$ cat src/rtl/la_rf_pkg.sv
//==============================================================================
// la_rf_pkg : shared constants, bank helper and init-FSM encoding for the
//             banked register-file write-back path.
// Revision  : 1.0
//==============================================================================
`default_nettype none

package la_rf_pkg;

    localparam int RF_ADDR_W = 5;
    localparam int RF_NREGS  = 32;
    localparam int RF_BANKS  = 2;

    typedef enum logic [0:0] {
        RF_INIT = 1'b0,
        RF_RUN  = 1'b1
    } rf_init_state_e;

    function automatic logic rf_bank(input logic [RF_ADDR_W-1:0] addr);
        return addr[0];
    endfunction

endpackage

`default_nettype wire

$ cat src/rtl/la_wb_fifo.sv
//==============================================================================
// la_wb_fifo : ordered deferred-write queue, 0-2 enqueues and 0-2 dequeues
//              per cycle; exposes head, head+1 and per-entry valid/address.
// Revision   : 1.0
//==============================================================================
`default_nettype none

module la_wb_fifo
    import la_rf_pkg::*;
#(
    parameter int  WIDTH = 32,
    parameter int  DEPTH = 4,
    localparam int PW    = $clog2(DEPTH),
    localparam int CW    = PW + 1
) (
    input  logic                                clk,
    input  logic                                rst_n,
    input  logic [1:0]                          enq_n_i,
    input  logic [RF_ADDR_W-1:0]                enq_a_addr_i,
    input  logic [WIDTH-1:0]                    enq_a_data_i,
    input  logic [RF_ADDR_W-1:0]                enq_b_addr_i,
    input  logic [WIDTH-1:0]                    enq_b_data_i,
    input  logic [1:0]                          deq_n_i,
    output logic [CW-1:0]                       count_o,
    output logic [RF_ADDR_W-1:0]                head_addr_o,
    output logic [WIDTH-1:0]                    head_data_o,
    output logic [RF_ADDR_W-1:0]                next_addr_o,
    output logic [WIDTH-1:0]                    next_data_o,
    output logic [DEPTH-1:0]                    ent_valid_o,
    output logic [DEPTH-1:0][RF_ADDR_W-1:0]     ent_addr_o
);

    logic [RF_ADDR_W-1:0] addr_q [DEPTH];
    logic [WIDTH-1:0]     data_q [DEPTH];
    logic [PW-1:0]        rd_q;
    logic [PW-1:0]        wr_q;
    logic [CW-1:0]        count_q;
    logic [PW-1:0]        w_rd1;
    logic [PW-1:0]        w_wr1;

    assign w_rd1 = rd_q + PW'(1);
    assign w_wr1 = wr_q + PW'(1);

    // Pointers wrap naturally because DEPTH is a power of two.
    always_ff @(posedge clk) begin
        if (!rst_n) begin
            rd_q    <= '0;
            wr_q    <= '0;
            count_q <= '0;
        end else begin
            rd_q    <= rd_q + PW'(deq_n_i);
            wr_q    <= wr_q + PW'(enq_n_i);
            count_q <= count_q + CW'(enq_n_i) - CW'(deq_n_i);
        end
    end

    always_ff @(posedge clk) begin
        if (enq_n_i != 2'd0) begin
            addr_q[wr_q] <= enq_a_addr_i;
            data_q[wr_q] <= enq_a_data_i;
        end
        if (enq_n_i == 2'd2) begin
            addr_q[w_wr1] <= enq_b_addr_i;
            data_q[w_wr1] <= enq_b_data_i;
        end
    end

    assign count_o     = count_q;
    assign head_addr_o = addr_q[rd_q];
    assign head_data_o = data_q[rd_q];
    assign next_addr_o = addr_q[w_rd1];
    assign next_data_o = data_q[w_rd1];

    // An entry is live when its distance from the read pointer is below count.
    for (genvar gi = 0; gi < DEPTH; gi++) begin : g_ent
        logic [PW-1:0] w_off;
        assign w_off           = PW'(gi) - rd_q;
        assign ent_valid_o[gi] = (CW'(w_off) < count_q);
        assign ent_addr_o[gi]  = addr_q[gi];
    end

endmodule

`default_nettype wire

$ cat src/rtl/bank_rf_wb_scheduler.sv
//==============================================================================
// bank_rf_wb_scheduler : steers two write-backs per cycle onto the even/odd
//                        regfile write ports, deferring bank collisions.
// Optional macro       : LA_RF_INIT_EN (16-cycle zeroing sequence after reset)
// Revision             : 1.0
//==============================================================================
`default_nettype none

module bank_rf_wb_scheduler
    import la_rf_pkg::*;
#(
    parameter int WIDTH = 32,
    parameter int DEPTH = 4
) (
    input  logic                  clk,
    input  logic                  rst_n,
    input  logic                  wb0_valid_i,
    input  logic [RF_ADDR_W-1:0]  wb0_addr_i,
    input  logic [WIDTH-1:0]      wb0_data_i,
    input  logic                  wb1_valid_i,
    input  logic [RF_ADDR_W-1:0]  wb1_addr_i,
    input  logic [WIDTH-1:0]      wb1_data_i,
    output logic                  wb_ready_o,
    output logic [RF_ADDR_W-1:0]  rf_wa0_o,
    output logic                  rf_we0_o,
    output logic [WIDTH-1:0]      rf_wd0_o,
    output logic [RF_ADDR_W-1:0]  rf_wa1_o,
    output logic                  rf_we1_o,
    output logic [WIDTH-1:0]      rf_wd1_o,
    output logic [RF_NREGS-1:0]   pend_mask_o,
    output logic                  init_busy_o
);

    localparam int PW = $clog2(DEPTH);
    localparam int CW = PW + 1;

    logic                              run_q;
    logic                              w_init_busy;
    logic [3:0]                        w_init_cnt;
    logic                              w_ready;
    logic                              w_acc0;
    logic                              w_acc1;
    logic                              w_empty;
    logic [CW-1:0]                     w_count;
    logic [RF_ADDR_W-1:0]              w_head_addr;
    logic [WIDTH-1:0]                  w_head_data;
    logic [RF_ADDR_W-1:0]              w_next_addr;
    logic [WIDTH-1:0]                  w_next_data;
    logic [DEPTH-1:0]                  w_ent_valid;
    logic [DEPTH-1:0][RF_ADDR_W-1:0]   w_ent_addr;
    logic [1:0]                        w_enq_n;
    logic [1:0]                        w_deq_n;
    logic [RF_ADDR_W-1:0]              w_enq_a_addr;
    logic [WIDTH-1:0]                  w_enq_a_data;
    logic [RF_ADDR_W-1:0]              w_enq_b_addr;
    logic [WIDTH-1:0]                  w_enq_b_data;
    logic                              w_we [RF_BANKS];
    logic [RF_ADDR_W-1:0]              w_wa [RF_BANKS];
    logic [WIDTH-1:0]                  w_wd [RF_BANKS];
    logic [RF_NREGS-1:0]               w_pend;

    // Holds ready low during reset and for the cycle in which it is released.
    always_ff @(posedge clk) begin
        if (!rst_n) begin
            run_q <= 1'b0;
        end else begin
            run_q <= 1'b1;
        end
    end

`ifdef LA_RF_INIT_EN
    rf_init_state_e state_q;
    rf_init_state_e state_d;
    logic [3:0]     cnt_q;
    logic [3:0]     cnt_d;

    always_ff @(posedge clk) begin
        if (!rst_n) begin
            state_q <= RF_INIT;
            cnt_q   <= 4'd0;
        end else begin
            state_q <= state_d;
            cnt_q   <= cnt_d;
        end
    end

    always_comb begin
        state_d = state_q;
        cnt_d   = cnt_q;
        if ((state_q == RF_INIT) && run_q) begin
            cnt_d = cnt_q + 4'd1;
            if (cnt_q == 4'd15) begin
                state_d = RF_RUN;
            end
        end
    end

    assign w_init_busy = run_q && (state_q == RF_INIT);
    assign w_init_cnt  = cnt_q;
`else
    assign w_init_busy = 1'b0;
    assign w_init_cnt  = 4'd0;
`endif

    assign w_ready = run_q && !w_init_busy && (w_count <= CW'(DEPTH - 2));
    assign w_acc0  = wb0_valid_i && w_ready && (wb0_addr_i != '0);
    assign w_acc1  = wb1_valid_i && w_ready && (wb1_addr_i != '0);
    assign w_empty = (w_count == '0);

    la_wb_fifo #(
        .WIDTH (WIDTH),
        .DEPTH (DEPTH)
    ) u_fifo (
        .clk          (clk),
        .rst_n        (rst_n),
        .enq_n_i      (w_enq_n),
        .enq_a_addr_i (w_enq_a_addr),
        .enq_a_data_i (w_enq_a_data),
        .enq_b_addr_i (w_enq_b_addr),
        .enq_b_data_i (w_enq_b_data),
        .deq_n_i      (w_deq_n),
        .count_o      (w_count),
        .head_addr_o  (w_head_addr),
        .head_data_o  (w_head_data),
        .next_addr_o  (w_next_addr),
        .next_data_o  (w_next_data),
        .ent_valid_o  (w_ent_valid),
        .ent_addr_o   (w_ent_addr)
    );

    always_comb begin
        for (int b = 0; b < RF_BANKS; b++) begin
            w_we[b] = 1'b0;
            w_wa[b] = '0;
            w_wd[b] = '0;
        end
        w_enq_n      = 2'd0;
        w_deq_n      = 2'd0;
        w_enq_a_addr = '0;
        w_enq_a_data = '0;
        w_enq_b_addr = '0;
        w_enq_b_data = '0;

        if (w_init_busy) begin
            w_we[0] = 1'b1;
            w_wa[0] = {w_init_cnt, 1'b0};
            w_we[1] = 1'b1;
            w_wa[1] = {w_init_cnt, 1'b1};
        end else if (w_empty) begin
            if (w_acc0) begin
                w_we[rf_bank(wb0_addr_i)] = 1'b1;
                w_wa[rf_bank(wb0_addr_i)] = wb0_addr_i;
                w_wd[rf_bank(wb0_addr_i)] = wb0_data_i;
            end
            if (w_acc1) begin
                // Bank collision: wb0 takes the port, wb1 waits so it still lands last.
                if (w_acc0 && (rf_bank(wb0_addr_i) == rf_bank(wb1_addr_i))) begin
                    w_enq_n      = 2'd1;
                    w_enq_a_addr = wb1_addr_i;
                    w_enq_a_data = wb1_data_i;
                end else begin
                    w_we[rf_bank(wb1_addr_i)] = 1'b1;
                    w_wa[rf_bank(wb1_addr_i)] = wb1_addr_i;
                    w_wd[rf_bank(wb1_addr_i)] = wb1_data_i;
                end
            end
        end else begin
            w_we[rf_bank(w_head_addr)] = 1'b1;
            w_wa[rf_bank(w_head_addr)] = w_head_addr;
            w_wd[rf_bank(w_head_addr)] = w_head_data;
            w_deq_n = 2'd1;
            if ((w_count >= CW'(2)) && (rf_bank(w_next_addr) != rf_bank(w_head_addr))) begin
                w_we[rf_bank(w_next_addr)] = 1'b1;
                w_wa[rf_bank(w_next_addr)] = w_next_addr;
                w_wd[rf_bank(w_next_addr)] = w_next_data;
                w_deq_n = 2'd2;
            end
            // New writes queue behind existing entries to keep program order.
            if (w_acc0 && w_acc1) begin
                w_enq_n      = 2'd2;
                w_enq_a_addr = wb0_addr_i;
                w_enq_a_data = wb0_data_i;
                w_enq_b_addr = wb1_addr_i;
                w_enq_b_data = wb1_data_i;
            end else if (w_acc0) begin
                w_enq_n      = 2'd1;
                w_enq_a_addr = wb0_addr_i;
                w_enq_a_data = wb0_data_i;
            end else if (w_acc1) begin
                w_enq_n      = 2'd1;
                w_enq_a_addr = wb1_addr_i;
                w_enq_a_data = wb1_data_i;
            end
        end
    end

    always_comb begin
        w_pend = '0;
        for (int i = 0; i < DEPTH; i++) begin
            if (w_ent_valid[i]) begin
                w_pend[w_ent_addr[i]] = 1'b1;
            end
        end
    end

    assign wb_ready_o  = w_ready;
    assign rf_we0_o    = w_we[0];
    assign rf_wa0_o    = w_wa[0];
    assign rf_wd0_o    = w_wd[0];
    assign rf_we1_o    = w_we[1];
    assign rf_wa1_o    = w_wa[1];
    assign rf_wd1_o    = w_wd[1];
    assign pend_mask_o = w_pend;
    assign init_busy_o = w_init_busy;

endmodule

`default_nettype wire

$ cat config.mk
export PLATFORM = sky130hd
export DESIGN_NAME = bank_rf_wb_scheduler
export DESIGN_NICKNAME = d
export VERILOG_FILES = /design/src/rtl/la_rf_pkg.sv /design/src/rtl/la_wb_fifo.sv /design/src/rtl/bank_rf_wb_scheduler.sv
export SDC_FILE = /design/constraint.sdc
export NUM_CORES = 1
export LEC_CHECK = 0
export BUFFER_PORTS_ARGS = -buffer_cell sky130_fd_sc_hd__clkbuf_2
export CAP_MARGIN = 25
export CELL_PAD_IN_SITES_DETAIL_PLACEMENT = 1
export CELL_PAD_IN_SITES_GLOBAL_PLACEMENT = 1
export CORE_AREA = 5 5 166 168
export DETAILED_ROUTE_END_ITERATION = 10
export DIE_AREA = 0 0 171 173
export HOLD_SLACK_MARGIN = 0.02
export PLACE_DENSITY_LB_ADDON = 0.08
export SLEW_MARGIN = 20
export SYNTH_ARGS = -nofsm -noshare
export SYNTH_HDL_FRONTEND = slang
export SYNTH_SLANG_ARGS = --single-unit
export TNS_END_PERCENT = 5
$ cat constraint.sdc
create_clock -name clk -period 12.4 [get_ports clk]
set_input_delay 2.48 -clock clk [delete_from_list [all_inputs] [get_ports clk]]
set_output_delay 2.48 -clock clk [all_outputs]
set_load 0.02 [all_outputs]
Yosys cells after proc, flatten, opt, wreduce, memory -nomap -nowiden
Memory sizes are Yosys's and may differ from the RTL's. A register that Yosys moved wholly into a read port is not among the register bits.
Cells that the tools add are included.
{"block": "word_totals", "register_bits": 8, "ramBits": 148, "inputBits": 78, "out_inout_bits": 110, "elab_cells": 163, "memories": 2}
{"name": "u_fifo.data_q", "depth": 4, "width": 32, "read_ports": 2, "rd_ports_with_merged_regs": 1, "wr": 2, "line": "la_wb_fifo.sv:34", "text": "logic [WIDTH-1:0] data_q [DEPTH];"}
{"name": "u_fifo.addr_q", "depth": 4, "width": 5, "read_ports": 6, "rd_ports_with_merged_regs": 1, "wr": 2, "line": "la_wb_fifo.sv:33", "text": "logic [RF_ADDR_W-1:0] addr_q [DEPTH];"}
{"block": "op_classes", "addsub": 10, "magnitude_cmp": 22, "eq_ne": 3, "n_mux": 89, "bitwise_logic": 13, "reduce_logical": 20}
{"cell": "$mux 32", "count": 16}
{"cell": "$mux 64", "count": 6}
{"cell": "$and 64x64->64", "count": 2}
{"cell": "$bwmux 64", "count": 2}
{"cell": "$demux 32 s1", "count": 4}
{"cell": "$or 32x32->32", "count": 3}
{"cell": "$mux 10", "count": 6}
{"cell": "$mux 5", "count": 12}
{"cell": "$lt 5x6->1 const B", "count": 4}
{"cell": "$mux 2", "count": 12}
{"cell": "$and 10x10->10", "count": 2}
{"cell": "$bwmux 10", "count": 2}
{"cell": "$demux 1 s5", "count": 4}
{"cell": "$demux 5 s1", "count": 4}
{"cell": "$ge 5x1->1 const B", "count": 4}
{"cell": "$mux 1", "count": 17}
{"cell": "$logic_and 1x1->1", "count": 16}
{"cell": "$lt 2x3->1", "count": 4}
{"cell": "$reduce_bool 5->1", "count": 2}
{"cell": "$ge 2x2->1 const B", "count": 4}
{"cell": "$lt 2x1->1 const B", "count": 4}
{"cell": "$not 1->2", "count": 4}
{"cell": "$add 2x1->2 const B", "count": 2}
{"cell": "$add 2x2->2", "count": 2}
{"cell": "13 further kinds", "count": 19}

Longest topological paths before layout
Gate-level depths: netlist (run 1).
{"block": "depth", "ltp_word": 12, "depth_mapped": 16, "depth_no_buf": 14}

Hierarchy
Synthesis (run 1) repeated with hierarchy kept, for this count alone.
{"block": "unflattened", "hier_cells": 1241, "area_unflattened_um2": 13105.1}
{"module": "la_wb_fifo", "instances": 1, "cells_per_inst": 465, "area_each_um2": 8555.7, "seq_area_each_um2": 4584.4}
{"module": "bank_rf_wb_scheduler", "instances": 1, "cells_per_inst": 776, "area_each_um2": 4549.4, "seq_area_each_um2": 20.0}

Worst setup path after synthesis (run 1)
OpenSTA, ideal clock, no wires.
{"block": "synth_timing", "path_kind": "input to register", "start": "input port wb1_addr_i[1]", "end": "memory u_fifo.addr_q[0][0], enable pin", "setup_ps": 487, "arrival_time_ps": 7169, "required_time_ps": 11913, "setup_slack_ps": 4744, "path_stages": 10, "path_buffers": 4, "cell_sequence": "buf_2 > or4_4 > o211a_1 > buf_6 > clkbuf_1 > ha_1 > a32o_1 > buf_6 > a21oi_2 > o31ai_1"}
{"item": "start: declaration", "line": "bank_rf_wb_scheduler.sv:21", "text": "input logic [RF_ADDR_W-1:0] wb1_addr_i,"}
{"item": "end: declaration", "line": "la_wb_fifo.sv:33"}

Final worst setup path (run 1)
{"block": "layout_timing", "start": "register u_fifo.rd_q[1]", "end": "output port rf_wd0_o[1]"}
{"block": "layout_between", "elab_chain_len": 10, "elab_cells_between_ends": 14, "classes_between": "1 x add/sub; 2 x order compare; 1 x eq/ne; 5 x mux; 1 x bitwise; 2 x reduce/logical; 2 x memory"}
{"item": "start: declaration", "line": "la_wb_fifo.sv:35", "text": "logic [PW-1:0] rd_q;"}
{"item": "start signal: assignment", "line": "la_wb_fifo.sv:51", "text": "rd_q <= rd_q + PW'(deq_n_i);"}
{"item": "$add 2x1->2 (*)", "line": "la_wb_fifo.sv:41", "text": "assign w_rd1 = rd_q + PW'(1);"}
{"item": "$mem_v2 4x5"}
{"item": "$not 1->2 (implied by the code)", "line": "bank_rf_wb_scheduler.sv:175", "text": "w_wd[rf_bank(w_next_addr)] = w_next_data;"}
{"item": "$ge 2x2->1 (implied by the code) / $lt 2x1->1 (equally long branches)", "line": "bank_rf_wb_scheduler.sv:175"}
{"item": "$logic_and 1x1->1 (implied by the code)", "line": "bank_rf_wb_scheduler.sv:175"}
{"item": "$mux 32 (implied by the code)", "line": "bank_rf_wb_scheduler.sv:175"}
{"item": "$demux 32 s1", "line": "bank_rf_wb_scheduler.sv:175"}
{"item": "$bwmux 64", "line": "bank_rf_wb_scheduler.sv:175"}
{"item": "$mux 64 (*)", "line": "bank_rf_wb_scheduler.sv:172", "text": "if ((w_count >= CW'(2)) && (rf_bank(w_next_addr) != rf_bank(w_head_addr))) begin"}
{"item": "$mux 64 (*)", "line": "bank_rf_wb_scheduler.sv:149", "text": "end else if (w_empty) begin"}
{"item": "end: declaration", "line": "bank_rf_wb_scheduler.sv:26", "text": "output logic [WIDTH-1:0] rf_wd0_o,"}
Mark *: on every way between the ends. The rest lies on a longest branch, timed or not.

==> flow_summary.toml, run 1 <==
[synthesis]
yosysSeqAreaShare_pct = 36.9
synth_largest_area_cell = "edfxtp_1"
yosys.area_share.adder_pct = 1.22
synth_seq_cells = 156
synth_edf_count = 148
synthSimpleGateAreaFrac_pct = 17.6
ys_async_sr_fraction_pct = 0
synth_most_common_cell = "nand2_1"
synthTopCellsByArea = "edfxtp_1 36%, mux4_2 13%, a221oi_1 9.9%, a22oi_1 8.1%, nand2_1 5.1%"
syn_avg_cell_area_sq_um = 9.96
synth_top_family_by_area = "compound AO/OA/AOI/OAI gates"
synth_compound_area_share_pct = 24.6
synth_warnings = 0
synthesis.area_sq_mm = 0.0125
synth_top_area_share_pct = 35.6
ys_types = 77
synthTopCellsByCount = "168 x nand2_1, 148 x edfxtp_1, 141 x a221oi_1"
synthXorXnorAreaFrac_pct = 0.562
synthMuxAreaShare_pct = 13.8
netlist_instances = 1252
synth-main-ff-cell = "edfxtp_1"

[grt]
antenna_found_initial = 3
grt_pass1_wl_mm = 76.3
grt-ovfl-total = 0
grt_max_degree = 85
grt_usage_pct = 32.8
grt_pass1_vias = 13076

[die]
initial_core_util_pct = 48.4
die_w_um = 171
coreArea_sq_mm = 0.0258
io_pins = 188
rows = 59
dieArea_sq_mm = 0.0296
die_height_um = 173

[worst_setup_path]
worst_setup_path_start_kind = "flip-flop"
crit_buf_inv = 6
cpMaxStageDelayCell = "a32oi_2"
critPathKind = "flip-flop to primary output"
cp_slowest_stage_delay_ns = 0.56
cp-end-kind = "primary output"
worst-path-max-fanout = 59
crit_arrival_ns = 5.37
crit_family = "compound AO/OA/AOI/OAI gates"
required_ns = 9.92
cp_cell_sequence = "buf_4 -> buf_16 -> mux2i_1 -> a22oi_1 -> inv_1 -> ha_1 -> o21ai_1 -> inv_1 -> a21bo_1 -> a32oi_2 -> buf_4 -> a221oi_1 -> nor2_1 -> clkbuf_2"

[sta]
relSlewSlack_pct = 27.0
rsz0062_at_grt = "false"
finalSetupViolCount = 0
period_needed_ns = 7.85
whs_ns = 0.678
tightest_slew_ns = 1.09
hold_viol = 0
setup_tns_ns = 0
fmax_ghz = 0.127
drv_slew = 0
fin_skew_ns = 0.0128
post-route-period-util_pct = 63.3

[power]
comb_power_share_pct = 64.9
p_leak_uw = 0.00541
intPower_uw = 1770
p_sw_uw = 1880
power_density_mw_per_mm2 = 255
pwr-share-seq_pct = 21.2
total_power_uw = 3640
clkPwrFrac_pct = 13.9
swShare_pct = 51.5
ir_drop_uv = 161

[run]
cap_viol_max_count = 0

[clocking]
postCtsHoldBufs = 0
ctsResizeCount = 0
worst_setup_hold_path_clk_slew_ns = 0.06
clock_sinks = 156
clk_path_buf_depth = 2
cts-htree-levels = 4
cts_buffers = 17
cts-root-buf = "clkbuf_16"
clk_latency_ns = 0.44
cts_tree = "built"
cts_setup_buffers = 0

[final_layout]
nets = 1445
syn_to_final_growth_pct = 14.5
drive_above_1_share_pct = 26.3
finish.utilization_pct = 55.4
final_area_sq_mm = 0.0143

[routing]
wl_per_cell_um = 29.2
vias_per_cell = 7.44
ant_nets = 0
vias = 12701
remaining_drc_errors = 0
dr.pass1.iters = 7
drt_iter0_markers = 1604
finalWirelength_mm = 49.8

[placed_design]
portBuffers = 185
place.gp.congestion = 0.933
dpl-instance-area_sq_mm = 0.0136
place_hpwl_mm = 31.7

[run_status]
outcome = "finished clean"

[hold_path]
hold_class = "flip-flop to flip-flop"
==> path summary, 6_finish.rpt <==
| kind | cells after the start | slack, ns | end | from |
|---|---|---|---|---|
| setup / recovery | 14 | 4.55 | rf_wd0_o[1] | u_fifo.rd_q[1] |
| hold / removal | 1 | 0.68 | u_fifo.wr_q[0] | u_fifo.wr_q[0] |
| setup reg to reg | 9 | 7.55 | u_fifo.data_q[2][3] | u_fifo.count_o[2] |
| hold reg to reg | 1 | 0.68 | u_fifo.wr_q[0] | u_fifo.wr_q[0] |
==> power by group through the flow <==
stage               registers [uW]  logic (uW)  clock network (uW)
global route                   780        2530                 533
CTS                            770        2330                 509
detailed placement             780        2320                   0
global placement               773        2230                   0
floorplan                      727        1610                   0
finish                         773        2370                 505
==> kinds of logic (layout without fill, tap and decap cells) <==
kind of cell / Yosys count / after routing
AOI/OAI and AO/OA: 382 / 382
xor gates and xnor gates: 8 / 8
adders and majority gates: 11 / 11
buffers and inverters: 150 / 266
DFF: 156 / 156
muxes: 83 / 83
other: 1 / 4
and+or+nand+nor: 461 / 461
==> final cells by class <==
cell class / count / area [sq um]
flip-flops and latches: 156 / 4610
repair buffers: 218 / 1280
clock inverters: 14 / 128
diodes: 2 / 5.00
inverters: 16 / 60.1
clock buffers: 18 / 429
fillers: 2867 / 11500
well taps: 335 / 419
multi-input cells: 947 / 7350
==> metrics by stage <==
step           cells  setup slack (ns)
2_1_floorplan   1253              4.74
3_3_place_gp    1664              4.85
3_5_place_dp    1668              4.79
4_1_cts         1700              4.26
5_1_grt         1706              4.25
6_report        1706              4.55
==> sequential cells by signal (all words and copies together), names as in the netlist <==
signal          count
u_fifo.addr_q      20
u_fifo.count_o      3
u_fifo.wr_q         2
u_fifo.rd_q         2
run_q               1
u_fifo.data_q     128
==> metal layers <==
metal	part of all wire (%)	vias up	track usage (%)	routed length, um
met2	50	873	54.3	24800
met4	2.1	2	11.6	1030
met3	10	96	6.35	5000
li1	-	5350	-	-
met1	38	6380	42.9	18900
met5	0.026	-	0	13
==> placed cells by master, fill, tap and decap left out, types with 3 or more instances in the layout <==
cell / netlist / routed
clkbuf_2: 1 / 185
nand2_1: 168 / 168
edfxtp_1: 148 / 148
a221oi_1: 141 / 141
a22oi_1: 134 / 134
nor2_1: 105 / 102
mux4_2: 71 / 71
nand4_1: 54 / 54
nand3_1: 45 / 45
buf_4: 7 / 26
o211ai_1: 21 / 21
a21oi_1: 22 / 20
nor2b_1: 17 / 17
clkbuf_16: 0 / 17
inv_1: 15 / 15
and2_1: 11 / 11
nand2b_1: 10 / 10
and3_1: 10 / 10
o221ai_1: 10 / 10
ha_1: 9 / 9
mux2i_1: 7 / 7
xnor2_1: 7 / 7
a32oi_1: 6 / 6
inv_6: 0 / 6
dfxtp_1: 8 / 6
nor3_1: 8 / 5
mux2_2: 5 / 5
a2bb2oi_1: 5 / 5
clkinv_4: 0 / 5
nor3_2: 5 / 4
or2_2: 4 / 4
nor3_4: 0 / 4
or3_1: 5 / 4
a211oi_1: 4 / 4
o22ai_1: 4 / 4
buf_16: 0 / 4
o21ai_0: 3 / 3
nor2_4: 0 / 3
a21oi_4: 1 / 3
a21o_1: 3 / 3
Power figures use the tool's default switching activity.
==> inputs of run 2 (changes only) <==
Settings changed: CORE_AREA 5 5 166 168 to 5 5 171 173, DIE_AREA 0 0 171 173 to 0 0 176 178.
Clock period 12.4 ns to 7.5 ns, I/O delays scaled along.
==> run 2 against run 1 <==
  * Via count is 1.3% lower
  * Clock power is 77% higher
  * Wire length is 0.14% lower
  * Clock-buffer cell count stayed put
  * Die area is 5.9% higher
==> flow_summary.toml, run 2 (same netlist as run 1, synthesis figures left out) <==
[clocking]
cts-root-buf = "clkbuf_16"
ctsResizeCount = 0
clk_path_buf_depth = 2
cts_setup_buffers = 0
clock_sinks = 156
postCtsHoldBufs = 0
clk_latency_ns = 0.45
worst_setup_hold_path_clk_slew_ns = 0.06
cts_buffers = 17
cts_tree = "built"
cts-htree-levels = 4

[die]
die_height_um = 178
rows = 61
initial_core_util_pct = 45.4
io_pins = 188
die_w_um = 176
coreArea_sq_mm = 0.0275
dieArea_sq_mm = 0.0313

[grt]
grt_usage_pct = 31.4
grt_pass1_wl_mm = 76.9
grt-ovfl-total = 0
grt_pass1_vias = 12960
grt_max_degree = 51
antenna_found_initial = 3

[placed_design]
post-place-ws_ns = 1.42
dp_cells = 1681
place.gp.congestion = 0.915
portBuffers = 185
place_hpwl_mm = 32.1

[worst_setup_path]
rrSetupSlack_ns = 2.68
worst_setup_path_start_kind = "flip-flop"
r2r-end = "u_fifo.data_q[1][24]"
critPathKind = "flip-flop to primary output"
worst-path-max-fanout = 44
crit_arrival_ns = 5.08
cp-end-kind = "primary output"
required_ns = 6.00
worst_r2r_path_depth = 10
r2r-start = "u_fifo.count_o[2]"

[final_layout]
final_cell_mix = "185 x clkbuf_2, 168 x nand2_1, 148 x edfxtp_1"
drive_above_1_share_pct = 26.3
syn_to_final_growth_pct = 14.7
nets = 1444
layout.cells.non_filler = 1716
regMostFlops = "u_fifo.data_q"
final_common_cell = "clkbuf_2"
largest_register_ffs = 128

[routing]
remaining_drc_errors = 0
vias = 12537
ant_nets = 0
drt_iter0_markers = 1294
finalWirelength_mm = 49.7
dr.pass1.iters = 5
vias_per_cell = 7.31
wl_per_cell_um = 29.0

[sta]
fin_skew_ns = 0.0142
rsz0062_at_grt = "false"
post-route-period-util_pct = 87.8
setup_tns_ns = 0
drv_slew = 0
period_needed_ns = 6.58
setup_ws_ns = 0.916
relSlewSlack_pct = 27.3
hold_viol = 0
fmax_ghz = 0.152
finalSetupViolCount = 0
tightest_slew_ns = 1.09

[power]
ir_drop_uv = 224
swShare_pct = 50.4
power_density_mw_per_mm2 = 422
clkPwrFrac_pct = 14.8
comb_power_share_pct = 63.5
p_sw_uw = 3040
pwr-share-seq_pct = 21.7
p_leak_uw = 0.00541
intPower_uw = 3000

[run_status]
outcome = "finished clean"

[hold_path]
hold_end = "u_fifo.wr_q[0]"
hold_class = "flip-flop to flip-flop"
hold_depth = 1
worstHoldStart = "u_fifo.wr_q[0]"

[run]
cap_viol_max_count = 0
[run 2: cell count changes in the layout (fill, tap and decap cells not counted), moves of 2 or more]
cell	before	now
clkinv_4	5	3
inv_6	6	4
clkinvlp_4	0	2
bufinv_16	0	2
[run 2: final cells by class]
| class | instances | area (sq um) |
|---|---|---|
| inverter | 16 | 60.1 |
| clock inverter | 13 | 159 |
| timing repair buffer | 217 | 1250 |
| multi-input combinational | 947 | 7360 |
| fill | 3107 | 13200 |
| antenna | 3 | 7.51 |
| sequential | 156 | 4610 |
| tap | 346 | 433 |
| clock buffer | 18 | 429 |
[run 2: worst max-delay path by stage]
stage	end	slack, ns	from	cells after the start
2_1_floorplan	u_fifo.addr_q[0][0]	0.82	wb1_addr_i[1]	10
3_3_place_gp	rf_wd1_o[2]	1.59	u_fifo.rd_q[1]	12
3_5_place_dp	rf_wd1_o[14]	1.42	u_fifo.rd_q[1]	12
4_1_cts	rf_wd1_o[14]	0.92	u_fifo.rd_q[1]	12
5_1_grt	rf_wd1_o[11]	0.64	u_fifo.rd_q[1]	12
6_report	rf_wd1_o[14]	0.92	u_fifo.rd_q[1]	12
[run 2: critical path, cell delays in order (launching register included)]
cell      delay (ns)
dfxtp_4         0.76
buf_4           0.65
nand2b_1        0.19
a22oi_1         0.12
inv_1           0.12
ha_1            0.23
o21ai_1         0.54
inv_1           0.35
a21boi_4        0.80
buf_4           0.40
a221oi_1        0.14
nor2_1          0.14
clkbuf_2        0.18
[run 2: routing by layer]
metal / wire (um) / track usage (%) / vias up / share of wire, %
met1: 19600 / 41.4 / 6363 / 39
li1: - / - / 5341 / -
met5: 0 / 0 / - / 0
met3: 4410 / 5.00 / 109 / 8.9
met4: 1450 / 11.1 / 0 / 2.9
met2: 24300 / 53.1 / 724 / 49
[run 2: power groups by stage]
stage / logic (uW) / registers [uW] / clock network (uW)
finish: 3830 / 1310 / 894
global route: 4130 / 1320 / 935
CTS: 3800 / 1300 / 897
detailed placement: 3770 / 1320 / 0
global placement: 3690 / 1310 / 0
floorplan: 2660 / 1200 / 0
[run 2: metrics by stage]
step / power (uW) / utilization [%] / hold WS, ns / instance area, sq um
floorplan: 3860 / - / 0.552 / 12500
global placement: 4990 / 49.4 / 0.623 / 13600
detailed placement: 5090 / 49.8 / 0.669 / 13700
CTS: 6000 / 52.0 / 0.698 / 14300
global route: 6390 / 52.1 / 0.758 / 14300
finish: 6040 / 52.1 / 0.705 / 14300
